## config.mk

```make
export PLATFORM = sky130hd
export DESIGN_NAME = game_settings_ctrl
export DESIGN_NICKNAME = d
export VERILOG_FILES = /design/src/rtl/game_settings_ctrl.sv
export SDC_FILE = /design/constraint.sdc
export NUM_CORES = 1
export LEC_CHECK = 0
export BUFFER_PORTS_ARGS = -buffer_cell sky130_fd_sc_hd__buf_2
export CAP_MARGIN = 20
export CORE_UTILIZATION = 45
export DETAILED_ROUTE_END_ITERATION = 7
export SYNTH_ARGS = -nofsm -noshare
export SYNTH_HDL_FRONTEND = slang
export SYNTH_SLANG_ARGS = --single-unit
```

## constraint.sdc

```tcl
create_clock -name CLK100MHZ -period 2.33 [get_ports CLK100MHZ]
set_input_delay 0.3495 -clock CLK100MHZ [delete_from_list [all_inputs] [get_ports CLK100MHZ]]
set_output_delay 0.3495 -clock CLK100MHZ [all_outputs]
set_load 0.02 [all_outputs]
```

## src/rtl/game_settings_ctrl.sv

```systemverilog
// game_settings_ctrl: settings-menu controller for a small game.
// It navigates between N_FIELDS numeric fields, edits the selected field in
// SETUP, and runs the SETUP/RUN/PAUSED/DONE state machine.
// Optional feature macro: AUTOREPEAT_EN. When it is defined, a held up/down
// button repeats its edit after REPEAT_DELAY cycles, then every REPEAT_PERIOD
// cycles.
// Every button action, and game_over, takes effect one clock after the input
// is first sampled high. Because start and game_over share the same latency,
// a coincident pair resolves in a single cycle.
module game_settings_ctrl #(
  parameter int                            N_FIELDS      = 2,
  parameter int                            FIELD_W       = 6,
  parameter logic [N_FIELDS*FIELD_W-1:0]   FIELD_MAX     = {6'd2, 6'd60},
  parameter logic [N_FIELDS*FIELD_W-1:0]   FIELD_STEP    = {6'd1, 6'd5},
  parameter logic [N_FIELDS-1:0]           FIELD_WRAP    = 2'b10,
  parameter int                            REPEAT_DELAY  = 50_000_000,
  parameter int                            REPEAT_PERIOD = 10_000_000
) (
  input  logic                             CLK100MHZ,
  input  logic                             CPU_RESETN,
  input  logic                             btn_up,
  input  logic                             btn_down,
  input  logic                             btn_left,
  input  logic                             btn_right,
  input  logic                             btn_start,
  input  logic                             game_over,
  output logic [N_FIELDS*FIELD_W-1:0]      fields,
  output logic [$clog2(N_FIELDS)-1:0]      sel,
  output logic [1:0]                       state,
  output logic                             running
);

  localparam int SEL_W = $clog2(N_FIELDS);
  localparam logic [SEL_W-1:0] SEL_LAST = SEL_W'(N_FIELDS - 1);

  localparam int B_UP = 0;
  localparam int B_DN = 1;
  localparam int B_LT = 2;
  localparam int B_RT = 3;
  localparam int B_ST = 4;

  typedef enum logic [1:0] {
    ST_SETUP  = 2'b00,
    ST_RUN    = 2'b01,
    ST_PAUSED = 2'b10,
    ST_DONE   = 2'b11
  } state_t;

  state_t             r_state;
  logic               r_running;
  logic [SEL_W-1:0]   r_sel;
  logic [4:0]         r_prev;
  logic [4:0]         r_lock;
  logic [4:0]         r_press;
  logic               r_game_over;

  logic [4:0]         w_btn;
  logic [4:0]         w_new;
  logic               w_rep_up;
  logic               w_rep_dn;
  logic               w_up_req;
  logic               w_dn_req;
  logic               w_edit_en;
  logic               w_sel_chg;

  assign w_btn = {btn_start, btn_right, btn_left, btn_down, btn_up};
  // r_lock suppresses a button that was already held when reset ended.
  // The button must be released before it can register a new press.
  assign w_new = w_btn & ~r_prev & ~r_lock;

  // Edge detection: register each fresh press and the game_over pulse.
  always_ff @(posedge CLK100MHZ or negedge CPU_RESETN) begin
    if (!CPU_RESETN) begin
      r_prev      <= '0;
      r_lock      <= '1;
      r_press     <= '0;
      r_game_over <= 1'b0;
    end else begin
      r_prev      <= w_btn;
      r_lock      <= r_lock & w_btn;
      r_press     <= w_new;
      r_game_over <= game_over;
    end
  end

`ifdef AUTOREPEAT_EN
  localparam int REP_MAX = (REPEAT_DELAY > REPEAT_PERIOD) ? REPEAT_DELAY : REPEAT_PERIOD;
  localparam int REP_W   = $clog2(REP_MAX + 1);

  logic             r_rep_active;
  logic             r_rep_dir;
  logic [REP_W-1:0] r_rep_cnt;
  logic             r_rep_up;
  logic             r_rep_dn;
  logic             w_hold_one;
  logic             w_hold_match;

  assign w_hold_one   = btn_up ^ btn_down;
  assign w_hold_match = r_rep_dir ? (btn_up & ~btn_down) : (btn_down & ~btn_up);

  // Auto-repeat: this starts on a lone up or down press in SETUP.
  // It is cancelled on release, on a sel change, or on leaving SETUP.
  always_ff @(posedge CLK100MHZ or negedge CPU_RESETN) begin
    if (!CPU_RESETN) begin
      r_rep_active <= 1'b0;
      r_rep_dir    <= 1'b0;
      r_rep_cnt    <= '0;
      r_rep_up     <= 1'b0;
      r_rep_dn     <= 1'b0;
    end else begin
      r_rep_up <= 1'b0;
      r_rep_dn <= 1'b0;
      if (r_state != ST_SETUP) begin
        r_rep_active <= 1'b0;
        r_rep_cnt    <= '0;
      end else if ((w_new[B_UP] ^ w_new[B_DN]) && w_hold_one) begin
        r_rep_active <= 1'b1;
        r_rep_dir    <= w_new[B_UP];
        r_rep_cnt    <= REP_W'(REPEAT_DELAY);
      end else if (r_rep_active && (!w_hold_match || w_sel_chg)) begin
        r_rep_active <= 1'b0;
        r_rep_cnt    <= '0;
      end else if (r_rep_active) begin
        if (r_rep_cnt == REP_W'(1)) begin
          r_rep_cnt <= REP_W'(REPEAT_PERIOD);
          r_rep_up  <= r_rep_dir;
          r_rep_dn  <= ~r_rep_dir;
        end else begin
          r_rep_cnt <= r_rep_cnt - REP_W'(1);
        end
      end
    end
  end

  assign w_rep_up = r_rep_up;
  assign w_rep_dn = r_rep_dn;
`else
  assign w_rep_up = 1'b0;
  assign w_rep_dn = 1'b0;
`endif

  assign w_up_req  = r_press[B_UP] | w_rep_up;
  assign w_dn_req  = r_press[B_DN] | w_rep_dn;
  assign w_edit_en = (r_state == ST_SETUP) && (w_up_req ^ w_dn_req);
  assign w_sel_chg = r_press[B_LT] ^ r_press[B_RT];

  // Field selection: left and right wrap around; pressing both cancels out.
  always_ff @(posedge CLK100MHZ or negedge CPU_RESETN) begin
    if (!CPU_RESETN) begin
      r_sel <= '0;
    end else if (w_sel_chg) begin
      if (r_press[B_RT]) r_sel <= (r_sel == SEL_LAST) ? '0 : r_sel + SEL_W'(1);
      else               r_sel <= (r_sel == '0) ? SEL_LAST : r_sel - SEL_W'(1);
    end
  end

  genvar gi;
  generate
    for (gi = 0; gi < N_FIELDS; gi++) begin : g_field
      localparam logic [FIELD_W-1:0] L_MAX  = FIELD_MAX[gi*FIELD_W +: FIELD_W];
      localparam logic [FIELD_W-1:0] L_STEP = FIELD_STEP[gi*FIELD_W +: FIELD_W];

      logic [FIELD_W-1:0] r_val;
      logic [FIELD_W:0]   w_sum;
      logic [FIELD_W-1:0] w_up_val;
      logic [FIELD_W-1:0] w_dn_val;
      logic               w_sel_hit;

      // The sum is one bit wider than the field, so a large step cannot
      // wrap silently before it is compared against the maximum.
      assign w_sum     = {1'b0, r_val} + {1'b0, L_STEP};
      assign w_sel_hit = (r_sel == SEL_W'(gi));

      if (FIELD_WRAP[gi]) begin : g_wrap
        assign w_up_val = (w_sum > {1'b0, L_MAX}) ? '0 : w_sum[FIELD_W-1:0];
        assign w_dn_val = (r_val < L_STEP) ? L_MAX : r_val - L_STEP;
      end else begin : g_sat
        assign w_up_val = (w_sum > {1'b0, L_MAX}) ? L_MAX : w_sum[FIELD_W-1:0];
        assign w_dn_val = (r_val < L_STEP) ? '0 : r_val - L_STEP;
      end

      // Field value: this field changes only when it is selected and editing is allowed.
      always_ff @(posedge CLK100MHZ or negedge CPU_RESETN) begin
        if (!CPU_RESETN) r_val <= '0;
        else if (w_edit_en && w_sel_hit) r_val <= w_up_req ? w_up_val : w_dn_val;
      end

      assign fields[gi*FIELD_W +: FIELD_W] = r_val;
    end
  endgenerate

  // Game state machine: running is registered alongside the state.
  always_ff @(posedge CLK100MHZ or negedge CPU_RESETN) begin
    if (!CPU_RESETN) begin
      r_state   <= ST_SETUP;
      r_running <= 1'b0;
    end else begin
      case (r_state)
        ST_SETUP: if (r_press[B_ST] && (fields[FIELD_W-1:0] != '0)) begin
          r_state   <= ST_RUN;
          r_running <= 1'b1;
        end
        ST_RUN: if (r_game_over) begin
          r_state   <= ST_DONE;
          r_running <= 1'b0;
        end else if (r_press[B_ST]) begin
          r_state   <= ST_PAUSED;
          r_running <= 1'b0;
        end
        ST_PAUSED: if (r_press[B_ST]) begin
          r_state   <= ST_RUN;
          r_running <= 1'b1;
        end
        default: if (r_press[B_ST]) begin
          r_state   <= ST_SETUP;
          r_running <= 1'b0;
        end
      endcase
    end
  end

  assign sel     = r_sel;
  assign state   = r_state;
  assign running = r_running;

endmodule
```

# Yosys cells after proc, flatten, opt, wreduce, memory -nomap -nowiden
# Index checks and enable logic that the tools add are counted.
[totals] out_inout_bits=16 wordCells=61 input_bits=8 reg_bits=32
[op_classes] add_sub_neg=6 n_reduce_logical=9 n_mux=20 n_bitwise=8 magnitude_cmp=4 n_eq_ne=5
[ops] operator="$mux 6" count=6
[ops] operator="$and 5x5->5" count=3
[ops] operator="$mux 2" count=5
[ops] operator="$not 5->5" count=2
[ops] operator="$add 6x1->7 const B" count=1
[ops] operator="$add 6x3->7 const B" count=1
[ops] operator="$gt 7x2->1 const B" count=1
[ops] operator="$gt 7x6->1 const B" count=1
[ops] operator="$mux 1" count=7
[ops] operator="$lt 6x1->1 const B" count=1
[ops] operator="$lt 6x3->1 const B" count=1
[ops] operator="$pmux 2 s3" count=1
[ops] operator="$reduce_bool 6->1" count=1
[ops] operator="$sub 6x1->6 const B" count=1
[ops] operator="$sub 6x3->6 const B" count=1
[ops] operator="$logic_and 1x1->1" count=4
[ops] operator="$reduce_and 4->1" count=1
[ops] operator="$ne 3x3->1 const B" count=1
[ops] operator="$pmux 1 s3" count=1
[ops] operator="$reduce_bool 3->1" count=1
[ops] operator="$eq 2x1->1 const B" count=1
[ops] operator="$eq 2x2->1 const B" count=1
[ops] operator="$logic_not 2->1" count=1
[ops] operator="$ne 2x1->1 const B" count=1
[ops] operator="other kinds (6)" count=7

# Depth between registers and ports, before layout
# Gate-level depths: netlist (run 1).
[logic_depth] word_depth=4 mapped_depth=7 ltp_nobuf=6

# Worst setup path after synthesis (run 1)
# Ideal clock, no wire load.
[synth_path] path_kind="register to register" from="register g_field[0].r_val[0]" to="register g_field[0].r_val[3]" setup_slack_ns=0.494 setup_ns=0.082 stages_incl_launch_ff=8 required_ns=2.248 period_less_slack_ns=1.836 t_arrival_ns=1.754 n_path_buf=1 path_cell_list="dfrtp_1 > buf_2 > inv_1 > ha_1 > nand2b_1 > a2111oi_0 > o21ai_0 > a31oi_1"
[synth_via] elab_chain_cells=4 elab_cells_between_ends=7
[synth_rtl] element="start, declared" line="163" rtl="logic [FIELD_W-1:0] r_val;"
[synth_rtl] element="start signal, assigned" line="185" rtl="else if (w_edit_en && w_sel_hit) r_val <= w_up_req ? w_up_val : w_dn_val;"
[synth_rtl] element="$add 6x3->7" line="171" rtl="assign w_sum = {1'b0, r_val} + {1'b0, L_STEP};"
[synth_rtl] element="$gt 7x6->1" line="178" rtl="assign w_up_val = (w_sum > {1'b0, L_MAX}) ? L_MAX : w_sum[FIELD_W-1:0];"
[synth_rtl] element="$mux 6" line="178"
[synth_rtl] element="$mux 6 (*)" line="185"
# Mark *: on every way between the ends. The rest lies on a longest branch, timed or not.
# A chain may end at the register's enable or synchronous reset.

# Final worst setup path (run 1)
# Ends and elaborated chain as after synthesis.

==> results of run 1 <==
-- worst register-to-register path: cells and delay by family, from the launching register on --
family | cells | cell delay (ns)
adders and majority gates | 1 | 0.25
DFF | 1 | 0.53
buffers and inverters | 1 | 0.15
AOI/OAI and AO/OA | 3 | 0.71
and+or+nand+nor | 1 | 0.24
-- worst paths after layout --
check	end	slack, ns	cells after the start
worst max-delay path	g_field[0].r_val[3]$_DFFE_PN0P_	0.37	6
worst min-delay path	g_field[1].r_val[2]$_DFFE_PN0P_	0.11	1
worst max register to register	g_field[0].r_val[3]$_DFFE_PN0P_	0.37	6
worst min register to register	r_press[2]$_DFF_PN0_	0.40	1
max in group asynchronous	r_press[0]$_DFF_PN0_	1.76	1
min in group CLK100MHZ	r_game_over$_DFF_PN0_	0.17	1
-- final cells by class --
| type | count | area, um^2 |
|---|---|---|
| fill | 361 | 1709 |
| multi-input combinational | 127 | 893.4 |
| sequential | 32 | 807.0 |
| timing repair buffer | 24 | 122.6 |
| clock buffer | 6 | 82.58 |
| tap | 48 | 60.06 |
| inverter | 7 | 26.28 |
| clock inverter | 2 | 15.01 |
-- power breakdown --
| part | switching [mW] | leakage (nW) | internal, mW |
|---|---|---|---|
| clock | 0.205 | 0.0434 | 0.239 |
| combinational | 0.615 | 0.415 | 0.438 |
| sequential | 0.254 | 0.385 | 0.672 |
-- kinds of logic after synthesis --
logic type / Yosys count / synth area share (%)
and+or+nand+nor: 65 / 23.54
AOI/OAI and AO/OA: 48 / 17.97
DFF: 32 / 45.45
buffers and inverters: 17 / 4.229
xor gates and xnor gates: 6 / 3.383
adders and majority gates: 6 / 4.228
muxes: 2 / 1.198
-- registers in the layout (all words and copies together), names as in the netlist --
register,cells
g_field.r_val,12
r_game_over,1
r_lock,5
r_press,5
r_prev,5
running,1
sel,1
state,2
-- layout by cell type, fill, tap and decap left out, drive strengths merged, types with 3 or more instances in the layout --
master  netlist  layout
nand2b        5       5
nor3          5       5
o211ai        3       3
clkbuf        2       6
dfstp         5       5
xnor2         3       3
xor2          3       3
a21oi         8       8
nand3         3       3
dfrtp        27      27
ha            6       6
nand3b        3       3
inv           7       7
o21ai        15      15
nor3b         6       6
nand2         6       6
and2          7       7
buf           8      24
a31oi         5       5
nor2         14      14
-- Yosys cell counts (4+ instances only) --
cell      number
dfrtp_1       27
nor2_1        14
o21ai_0       11
a21oi_1        8
and2_1         7
inv_1          7
buf_2          6
ha_1           6
nand2_1        6
a31oi_1        5
dfstp_2        5
nand2b_1       5
nor3b_1        5
nor3_1         4
o21ai_1        4
-- metrics by stage --
step	util (%)	cells	worst slack (ns)
floorplan	-	176	0.4937
global placement	51.38	238	0.5079
detailed placement	51.38	238	0.4459
CTS	54.01	246	0.4083
global route	54.01	246	0.1837
finish	54.01	246	0.3729
-- layer usage --
| metal | GRT usage [%] | vias up | wire length, um |
|---|---|---|---|
| met5 | 0 | - | 0 |
| met4 | 8.889 | 0 | 45 |
| met3 | 4.754 | 6 | 178 |
| met2 | 30.47 | 38 | 1627 |
| met1 | 26.24 | 676 | 1639 |
| li1 | - | 680 | - |
==> run metrics, run 1 <==
status finished clean; Syn Area/Cell 10.09 um^2; Antenna Violating Nets Remaining 0; DRT Pass-1 Iters 4; DIE WIDTH 64.81 um; clock root buffer clkbuf_8; Yosys cell types 57; Hold Vio Cnt, Final 0; gpl congestion 0.8189; Resized cells post-CTS 0; Hold/Removal Path Class input port to async pin; worst r2r src g_field[0].r_val[0]$_DFFE_PN0P_; CP startpoint g_field[0].r_val[0]$_DFFE_PN0P_; drt drc 0; vias 1400; area of the die 4200 um^2; Final min period 1.957 ns; grt total ovfl 0; TNS Setup 0 ns; first-pass GRT wire length 6.320 mm; DR iter-0 viols 143; starting density of the core 47.78%; Post-synth ARST share 100.0%; Max Cap Viol 0; Worst Path Required 2.53 ns; crit start category flop; final hold slack 0.1101 ns; Synth area leader dfrtp_1; ys flop type dfrtp_1; register bit total from synthesis 32; Core Area 3716 um^2; Setup Fix Bufs, Post-CTS 0; Post-synth EDFFs 0; main area contributors after synthesis dfrtp_1 38%, dfstp_2 7.4%, ha_1 4.2%; vias in the first global route 1376; synthesized cell area 1775 um^2; share of post-route cells with drive strength above 1 24.24%; Worst setup EP type flop; sequential-to-total area share from yosys stat 45.45%; crit-path cells inv_1 > ha_1 > nand2b_1 > a2111oi_0 > o21ai_0 > a31oi_1; crit share post-route 84.00%; GRT Total Usage 19.80%; power density over the cells 1207 nW/um^2; Max IR drop VDD 0.0005278 V; Crit path max-delay family compound AO/OA/AOI/OAI gates; Crit Path Category flop to flop; clk sinks 32; Largest stage delay, worst path 0.53 ns; HPWL after DPL 2.363 mm; CP max stage cell dfrtp_1; Slew @ Worst Pin 0.7024 ns; num rows 22; cell count after synthesis 176; Design Area, Final 2007 um^2; top-area cell type share of the netlist area 38.05%; Max transition margin 53.18%; RSZ-0062 raised after global routing no; Max Slew Vio Count 0; number of H-tree levels 2; Worst Skew 0.004192 ns; Die Span Y 64.81 um; fmax 0.5110 GHz; Final Setup Violations 0; # hold bufs at CTS 0; Worst-path clk slew 0.07 ns; final WL 3.490 mm; TritonCTS clock tree yes; Post-DP Area 1909 um^2; largest net degree at the start of global routing 33; Mapped Nets 190; NumNets Final 211; Via density 5.691; TritonCTS buffer count 5; Synth Warn # 0; worst path buffer plus inverter count 1; Ant. Diodes 0; WP data arrival 2.16 ns; LEAKAGE 0.8435 nW; Layout area overhead 13.04%; WL/cell 14.19 um; Pwr Total 2.423 mW; initial antenna violation count 0; CP max FO 11; clk_lat worst skew 0.28 ns; Port Buffer Count 23; clk buf depth 2; # IOs 24
Note: power is estimated with default switching activity, not from simulation.
==> run 2, diff against run 1 <==
--- a/config.mk
+++ b/config.mk
@@ -5,6 +5,7 @@
 export SDC_FILE = /design/constraint.sdc
 export NUM_CORES = 1
 export LEC_CHECK = 0
+export ABC_AREA = 1
 export BUFFER_PORTS_ARGS = -buffer_cell sky130_fd_sc_hd__buf_2
 export CAP_MARGIN = 20
 export CORE_UTILIZATION = 45
==> constraint.sdc (replaced) <==
create_clock -name CLK100MHZ -period 1.85 [get_ports CLK100MHZ]
set_input_delay 0.2775 -clock CLK100MHZ [delete_from_list [all_inputs] [get_ports CLK100MHZ]]
set_output_delay 0.2775 -clock CLK100MHZ [all_outputs]
set_load 0.02 [all_outputs]
==> run 2 against run 1 <==
Hold slack worse by 0.076 ns. Die area stayed put. Synthesized area stayed put. Clock power is 25% higher. Critical path type unchanged.
==> run metrics, run 2 <==
clk sinks 32 (unchanged); final WL 3.429 mm (was 3.490 mm); status finished clean (unchanged); Hold/Removal Path Class input port to async pin (unchanged); LEAKAGE 1.024 nW (was 0.8435 nW); Yosys cell types 32 (was 57); # hold bufs at CTS 0 (unchanged); clock root buffer clkbuf_8 (unchanged); grt total ovfl 0 (unchanged); Top reg by flops g_field.r_val (unchanged); vias in the first global route 1346 (was 1376); RSZ-0062 raised after global routing no (unchanged); TritonCTS buffer count 5 (unchanged); clk buf depth 2 (unchanged); Resized cells post-CTS 0 (unchanged); Worst-path clk slew 0.08 ns (was 0.07 ns); Max transition margin 53.72% (was 53.18%); area of the multi-input gates 829.5 um^2 (was 893.4 um^2); initial antenna violation count 0 (unchanged); number of H-tree levels 2 (unchanged); worst reg-to-reg setup slack 0.24 ns (was 0.37 ns); Via density 5.084 (was 5.691); top-area cell type share of the netlist area 38.05% (unchanged); vias 1454 (was 1400); Filler cells 356 (was 361); Worst Path Required 2.08 ns (was 2.53 ns); Final Setup Violations 0 (unchanged); crit start category flop (unchanged); final worst slack 0.2367 ns (was 0.3729 ns); main area contributors after synthesis dfrtp_1 38%, nand2_1 9.3%, dfstp_2 7.4% (was dfrtp_1 38%, dfstp_2 7.4%, ha_1 4.2%); WP data arrival 1.84 ns (was 2.16 ns); TNS Setup 0 ns (unchanged); Max Cap Viol 0 (unchanged); ys flop type dfrtp_1 (unchanged); Die Span Y 64.81 um (unchanged); HPWL after DPL 2.535 mm (was 2.363 mm); Mapped Nets 223 (was 190); Commonest cells post-synth 44 x nand2_1, 28 x inv_1, 27 x dfrtp_1 (was 27 x dfrtp_1, 14 x nor2_1, 11 x o21ai_0); Core Area 3716 um^2 (unchanged); most common cell after layout, fill and taps aside nand2_1 (was dfrtp_1); R2R depth 9 (was 6); Synth Warn # 0 (unchanged); drt drc 0 (unchanged); DRT Pass-1 Iters 4 (unchanged); Layout area overhead 14.09% (was 13.04%); Crit Path Category flop to flop (unchanged); fmax 0.6198 GHz (was 0.5110 GHz); synthesized cell area 1775 um^2 (unchanged); Hold Vio Cnt, Final 0 (unchanged); storage element area 807.0 um^2 (unchanged); Ant. Diodes 0 (unchanged); max reg flops 12 (unchanged); Post-synth ARST share 100.0% (unchanged); NumNets Final 251 (was 211); num rows 22 (unchanged); Antenna Violating Nets Remaining 0 (unchanged); CP max FO 7 (was 11); starting density of the core 47.78% (unchanged); area of the die 4200 um^2 (unchanged); share of post-route cells with drive strength above 1 23.11% (was 24.24%); Syn Area/Cell 8.495 um^2 (was 10.09 um^2); Post-DP Area 1932 um^2 (was 1909 um^2); Worst Skew 0.01458 ns (was 0.004192 ns); cell count after synthesis 209 (was 176); Setup Fix Bufs, Post-CTS 0 (unchanged); Slew @ Worst Pin 0.6942 ns (was 0.7024 ns); # IOs 24 (unchanged); Port Buffer Count 23 (unchanged); most common cell in the netlist nand2_1 (was dfrtp_1); TritonCTS clock tree yes (unchanged); DP Worst Slack 0.2570 ns (was 0.4459 ns); Synth area leader dfrtp_1 (unchanged); clk_lat worst skew 0.28 ns (about the same); commonest non-fill, non-tap cells in the layout 44 x nand2_1, 28 x inv_1, 27 x dfrtp_1 (was 27 x dfrtp_1, 23 x buf_2, 14 x nor2_1); DIE WIDTH 64.81 um (unchanged); first-pass GRT wire length 5.865 mm (was 6.320 mm); register bit total from synthesis 32 (unchanged); Post-synth EDFFs 0 (unchanged); Max IR drop VDD 0.0006732 V (was 0.0005278 V); sequential-to-total area share from yosys stat 45.45% (unchanged); Design Area, Final 2026 um^2 (was 2007 um^2); power density over the cells 1589 nW/um^2 (was 1207 nW/um^2); final hold slack 0.03385 ns (was 0.1101 ns); WL/cell 11.99 um (was 14.19 um); Final Util 54.51% (was 54.01%); Worst setup EP type flop (unchanged); gpl congestion 0.8804 (was 0.8189); GRT Total Usage 18.65% (was 19.80%); Max Slew Vio Count 0 (unchanged); crit share post-route 87.21% (was 84.00%); largest net degree at the start of global routing 33 (unchanged); DR iter-0 viols 95 (was 143); Final min period 1.613 ns (was 1.957 ns)
[run 2: cell count changes after synthesis, sizes merged, moves of 6 or more]
cell and delta:
nand3 +9, buf -6, and2 -7, nand2 +42
inv +25, nor2 +8
[run 2: where the power goes]
part | leakage [nW] | switching, mW | internal (mW)
Combinational | 0.597 | 1.01 | 0.538
Clock | 0.0445 | 0.254 | 0.302
Sequential | 0.382 | 0.241 | 0.874
[run 2: final timing paths]
kind	startpoint	endpoint
setup / recovery	g_field[0].r_val[0]$_DFFE_PN0P_	g_field[0].r_val[5]$_DFFE_PN0P_
hold / removal	CPU_RESETN	g_field[0].r_val[5]$_DFFE_PN0P_
hold reg to reg	r_prev[4]$_DFF_PN0_	r_press[4]$_DFF_PN0_
setup reg to reg	g_field[0].r_val[0]$_DFFE_PN0P_	g_field[0].r_val[5]$_DFFE_PN0P_
min in group CLK100MHZ	game_over	r_game_over$_DFF_PN0_
max in group asynchronous	CPU_RESETN	g_field[1].r_val[0]$_DFFE_PN0P_
[run 2: layout make-up]
cell class	instances	share of cell area, %
multi-input combinational	143	40.95
sequential	32	39.84
inverter	32	5.930
timing repair buffer	23	5.683
clock buffer	7	4.262
tap	48	2.965
clock inverter	1	0.3706
[run 2: critical path, stage by stage, from the launching register on]
cell,delay (ns)
dfrtp_1,0.43
inv_1,0.10
ha_1,0.22
inv_1,0.06
nand2_1,0.07
nand4_1,0.11
nand2_1,0.14
o31ai_1,0.29
nand2_1,0.08
nand2_1,0.06
[run 2: layer usage]
| layer | wire, um | track usage (%) |
|---|---|---|
| met4 | 26 | 6.389 |
| met2 | 1695 | 30.73 |
| met3 | 163 | 5.634 |
| met1 | 1543 | 23.02 |
| met5 | 0 | 0 |
[run 2: logic make-up (layout without fill, tap and decap cells)]
kind of cell | count (synthesis) | count (layout) | share of synthesized area, %
AOI/OAI and AO/OA | 28 | 28 | 9.162
xor gates and xnor gates | 8 | 8 | 4.370
adders and majority gates | 6 | 6 | 4.228
buffers and inverters | 34 | 63 | 7.822
DFF | 32 | 32 | 45.45
and+or+nand+nor | 101 | 101 | 28.96
[run 2: through the flow]
stage,power [mW],instances
after floorplan,2.255,209
after global placement,2.641,278
after detailed placement,2.666,278
after CTS,3.244,286
after global routing,3.490,286
final,3.219,286
